**src/rtl/mem_master.sv**
```systemverilog
// ============================================================================
//  Module   : mem_master
//  Purpose  : Burst read/write master for a strobe-driven (mem_en-edge) memory.
//  Revision : 1.0 - initial release
// ============================================================================
`default_nettype none

module mem_master #(
    parameter int ADDR_W = 6,
    parameter int DATA_W = 4
) (
    input  logic              clk,
    input  logic              rst_n,
    input  logic              cmd_valid,
    output logic              cmd_ready,
    input  logic              cmd_rw,
    input  logic [ADDR_W-1:0] cmd_addr,
    input  logic [DATA_W-1:0] cmd_wdata,
    input  logic [ADDR_W-1:0] cmd_len,
    output logic              rsp_valid,
    input  logic              rsp_ready,
    output logic [DATA_W-1:0] rsp_data,
    output logic [ADDR_W-1:0] rsp_addr,
    output logic              busy,
    output logic              done,
    output logic              mem_en,
    output logic              mem_rw,
    output logic [ADDR_W-1:0] mem_addr,
    output logic [DATA_W-1:0] mem_wdata,
    input  logic [DATA_W-1:0] mem_rdata
);

    typedef enum logic [1:0] {
        IDLE   = 2'd0,
        SETUP  = 2'd1,
        STROBE = 2'd2,
        RESP   = 2'd3
    } state_t;

    localparam logic [ADDR_W-1:0] C_ONE_A = ADDR_W'(1);
    localparam logic [DATA_W-1:0] C_ONE_D = DATA_W'(1);

    state_t              state_q,    state_d;
    logic                rw_q,       rw_d;
    logic [ADDR_W-1:0]   addr_q,     addr_d;
    logic [DATA_W-1:0]   wdata_q,    wdata_d;
    logic [ADDR_W-1:0]   len_q,      len_d;
    logic [ADDR_W-1:0]   k_q,        k_d;
    logic [DATA_W-1:0]   rsp_data_q, rsp_data_d;
    logic [ADDR_W-1:0]   rsp_addr_q, rsp_addr_d;
    logic                done_q,     done_d;
    logic                beat_adv;

    always_ff @(posedge clk or negedge rst_n) begin
        if (!rst_n) begin
            state_q    <= IDLE;
            rw_q       <= 1'b0;
            addr_q     <= '0;
            wdata_q    <= '0;
            len_q      <= '0;
            k_q        <= '0;
            rsp_data_q <= '0;
            rsp_addr_q <= '0;
            done_q     <= 1'b0;
        end else begin
            state_q    <= state_d;
            rw_q       <= rw_d;
            addr_q     <= addr_d;
            wdata_q    <= wdata_d;
            len_q      <= len_d;
            k_q        <= k_d;
            rsp_data_q <= rsp_data_d;
            rsp_addr_q <= rsp_addr_d;
            done_q     <= done_d;
        end
    end

    always_comb begin
        state_d    = state_q;
        rw_d       = rw_q;
        addr_d     = addr_q;
        wdata_d    = wdata_q;
        len_d      = len_q;
        k_d        = k_q;
        rsp_data_d = rsp_data_q;
        rsp_addr_d = rsp_addr_q;
        done_d     = 1'b0;
        beat_adv   = 1'b0;

        case (state_q)
            IDLE: begin
                if (cmd_valid) begin
                    rw_d    = cmd_rw;
                    addr_d  = cmd_addr;
                    wdata_d = cmd_wdata;
                    len_d   = cmd_len;
                    k_d     = '0;
                    state_d = SETUP;
                end
            end
            SETUP: state_d = STROBE;
            STROBE: begin
                if (rw_q) begin
                    rsp_data_d = mem_rdata;
                    rsp_addr_d = addr_q;
                    state_d    = RESP;
                end else begin
                    beat_adv = 1'b1;
                end
            end
            RESP: beat_adv = rsp_ready;
            default: state_d = IDLE;
        endcase

        // Per-beat write data is cmd_wdata + k, kept as a running increment.
        if (beat_adv) begin
            if (k_q == len_q) begin
                state_d = IDLE;
                done_d  = 1'b1;
            end else begin
                k_d     = k_q + C_ONE_A;
                addr_d  = addr_q + C_ONE_A;
                wdata_d = wdata_q + C_ONE_D;
                state_d = SETUP;
            end
        end
    end

    assign cmd_ready = (state_q == IDLE);
    assign busy      = (state_q != IDLE);
    assign mem_en    = (state_q == STROBE);
    assign mem_rw    = rw_q;
    assign mem_addr  = addr_q;
    assign mem_wdata = wdata_q;
    assign rsp_valid = (state_q == RESP);
    assign rsp_data  = rsp_data_q;
    assign rsp_addr  = rsp_addr_q;
    assign done      = done_q;

endmodule

`default_nettype wire

```
**config.mk**
```make
export PLATFORM = sky130hd
export DESIGN_NAME = mem_master
export DESIGN_NICKNAME = d
export VERILOG_FILES = /design/src/rtl/mem_master.sv
export SDC_FILE = /design/constraint.sdc
export NUM_CORES = 1
export LEC_CHECK = 0
export ABC_AREA = 0
export CAP_MARGIN = 5
export CORE_AREA = 2 2 71 73
export CTS_CLUSTER_DIAMETER = 60
export CTS_CLUSTER_SIZE = 28
export DETAILED_ROUTE_END_ITERATION = 16
export DIE_AREA = 0 0 73 75
export PLACE_DENSITY = 0.82
export SKIP_LAST_GASP = 1
export SLEW_MARGIN = 20
export SYNTH_ARGS = -nofsm -noshare
export SYNTH_HDL_FRONTEND = slang
export SYNTH_SLANG_ARGS = --single-unit
```
**constraint.sdc**
```tcl
create_clock -name clk -period 2.4 [get_ports clk]
set_input_delay 0.48 -clock clk [delete_from_list [all_inputs] [get_ports clk]]
set_output_delay 0.48 -clock clk [all_outputs]
set_load 0.05 [all_outputs]
```
==> flow_summary.yaml <==
status:
  status: "completed"
min_path:
  worstHoldStart: "rsp_addr[4]"
  worstHoldEndpoint: "rsp_addr[4]"
  holdPathStages: 2
  hold_path.class: "register to register"
cts:
  cts_setup_buffers: 0
  cts_sinks: 36
  clock_latency_ns: 0.29
  path_clk_slew_ns: 0.07
  clock-root-buffer: "clkbuf_8"
  ctsResizeCount: 0
  cts_buffer_depth: 2
  cts_tree: "done"
  holdBufCountCts: 0
  htree_levels: 2
  numCtsBuffers: 5
power_and_ir_drop:
  ir_drop_mv: 0.564
  leakage_nw: 1.17
  sw_frac_of_total_pct: 49.8
  pwr-share-comb_pct: 61.1
  p_int_mw: 2.21
  p_sw_mw: 2.19
  p_per_area_mw_per_mm2: 1630
  pwr-share-seq_pct: 26.9
  clock_power_share_pct: 12.0
worst_setup_path:
  worstSetupEndpointType: "primary output"
  worstPathArrival_ns: 1.71
  path_buf_inv: 1
  cp.required_ns: 1.92
  reg2reg_depth: 8
  critical_path.startpoint_type: "register"
  path_delay_family: "buffers and inverters"
  critical-path-max-stage-delay_ns: 0.80
  crit_chain: "ha_1, clkdlybuf4s50_1"
  worstPathMaxFanout: 4
  cpMaxStageDelayCell: "clkdlybuf4s50_1"
  reg2reg_to: "state_q[1]"
  reg2reg_setup_slack_ns: 0.28
  path_class: "register to primary output"
  rr_startpoint: "state_q[0]"
floorplan:
  die-area_mm2: 0.00548
  core.rowCount: 25
  core_area_mm2: 0.00466
  ioPinCount: 51
  die_w_um: 73
  initial_core_util_pct: 43.7
  die_y_um: 75
place:
  post-dp-hpwl_um: 3330
  portBuffers: 50
  gp_congestion: 0.886
  dp_cells: 312
job:
  drv_cap: 0
cells_and_area:
  drive_gt1_share_pct: 14.3
  antenna_cells: 0
  instances_no_fill: 320
  syn_to_final_growth_pct: 32.1
  nets: 297
synth:
  yosysTopAreaCell: "dfrtp_1"
  synth.top_cell.area_share_pct: 44.2
  yosysUniqueCellTypes: 45
  synth_area_leaders: "dfrtp_1 44%, nand2_1 7.6%, mux2_2 6.1%"
  synthMostInstantiatedCell: "nand2_1"
  yosysSeqAreaShare_pct: 44.2
  avgSynthCellArea_um2: 9.61
  syn_inst: 212
  ys_ff_latch: 36
  synth_flop_cell: "dfrtp_1"
  synthTopCellsByCount: "41 x nand2_1, 36 x dfrtp_1, 18 x nor2_1, 13 x nand3_1, 11 x mux2_2"
  synth_area_mm2: 0.00204
  syn-num-nets: 244
  yosysWarningCount: 0
  async_reset_ff_share_pct: 100
  synth_edf_count: 0
sta:
  tightest_slew_ns: 0.519
  setup_tns_ns: 0
  period_share_pct: 91.2
  whs_ns: 0.483
  max_freq_mhz: 457
  rsz0062_at_grt: "false"
  finalClockSkew_ns: 0.00331
  slew_violations: 0
  fin_crit_ns: 2.19
  finalSetupViolCount: 0
  maxSlewHeadroom_pct: 64.9
  hold_violations: 0
route:
  viasPerCell: 5.53
  first_iter_violations: 157
  ant_nets: 0
  wl_um: 4620
  vias: 1768
  wl_per_cell_um: 14.4
  first_pass_iters: 4
  drc: 0
global_route:
  grt_util_all_layers_pct: 19.3
  grt_max_degree: 37
  grt.overflow.total: 0
  antenna_found_initial: 0
  grt_first_pass_wirelength_um: 7950
  grt_pass1_vias: 1696
==> per-stage QoR <==
| step | setup WS (ns) | area [um2] | power (mW) | utilization [%] |
|---|---|---|---|---|
| after floorplan | 0.109 | 2040 | 3.13 | - |
| after CTS | 0.210 | 2690 | 4.41 | 57.7 |
| after detailed placement | 0.190 | 2580 | 3.87 | 55.4 |
| after global routing | 0.0935 | 2690 | 4.71 | 57.7 |
| after global placement | 0.255 | 2580 | 3.82 | 55.4 |
| final | 0.212 | 2690 | 4.39 | 57.7 |
==> flip-flops by register name, summed over array words and instances, names as in the netlist <==
register and cells:
mem_wdata 4, k_q 6, rsp_data 4, mem_rw 1
rsp_addr 6, done 1, state_q 2, len_q 6
mem_addr 6
==> power groups by stage <==
stage | Clock (mW) | Sequential, mW | Combinational, mW
6_report | 0.529 | 1.18 | 2.68
5_1_grt | 0.570 | 1.23 | 2.91
4_1_cts | 0.538 | 1.18 | 2.70
3_5_place_dp | 0 | 1.19 | 2.68
3_3_place_gp | 0 | 1.17 | 2.64
2_1_floorplan | 0 | 1.76 | 1.38
==> routing by layer <==
metal / global-route usage [%] / up-vias / routed length, um
li1: - / 857 / -
met3: 4.69 / 6 / 227
met2: 32.7 / 51 / 2260
met5: 0 / - / 0
met1: 23.9 / 854 / 2080
met4: 7.00 / 0 / 55
==> cell families (layout without fill, tap and decap cells) <==
kind of cell,after synthesis,after routing,share of synthesized area (%)
AO/OA/AOI/OAI,36,36,13.9
XOR/XNOR,5,5,2.89
adder cells (fa/ha/maj),7,7,4.30
buffers and inverters,13,67,3.32
flip-flops,36,36,44.2
multiplexers,12,12,6.57
AND/OR/NAND/NOR,103,103,24.8
==> worst max-delay path by stage <==
stage	cells after the start	start	to	slack [ns]
5_1_grt	8	state_q[0]	state_q[1]	0.09
3_5_place_dp	7	rsp_ready	state_q[1]	0.19
3_3_place_gp	7	rsp_ready	state_q[1]	0.26
2_1_floorplan	6	state_q[1]	state_q[0]	0.11
6_report	2	state_q[0]	rsp_valid	0.21
4_1_cts	2	state_q[0]	rsp_valid	0.21
==> worst reg2reg max path: stages (launching register included) <==
cell and delay (ns):
dfrtp_1 0.42, inv_1 0.10, ha_1 0.28, nand2b_2 0.12
and2_1 0.12, buf_4 0.20, nor2_1 0.07, o41ai_1 0.49
mux2i_1 0.23
==> layout by cell type (no fill, tap or decap), types with 2 or more instances in the layout <==
cell	synthesis	routed
a211o_1	4	4
a211oi_1	3	3
a21oi_1	6	6
a31oi_1	2	2
and2_1	3	3
and3_1	5	5
buf_4	0	8
clkbuf_8	0	5
clkdlybuf4s50_1	0	47
dfrtp_1	36	36
ha_1	7	7
inv_1	4	4
mux2_2	11	11
nand2_1	41	41
nand2b_1	4	4
nand3_1	13	13
nand4_1	3	3
nor2_1	18	18
nor3_1	4	4
nor3b_1	2	2
nor4_2	2	2
o21ai_0	5	5
o22ai_1	2	2
o31a_1	2	2
o41ai_1	2	2
or3_1	2	2
xnor2_1	3	3
xnor2_2	2	2
==> layout make-up <==
| class | count | area [um2] |
|---|---|---|
| clock buffers | 6 | 72.6 |
| inverters | 4 | 15.0 |
| well taps | 54 | 67.6 |
| multi-input cells | 163 | 1070 |
| flip-flops and latches | 36 | 901 |
| clock inverters | 2 | 35.0 |
| repair buffers | 55 | 531 |
| fillers | 414 | 1970 |
No activity file was read; power rests on OpenSTA's default activity.
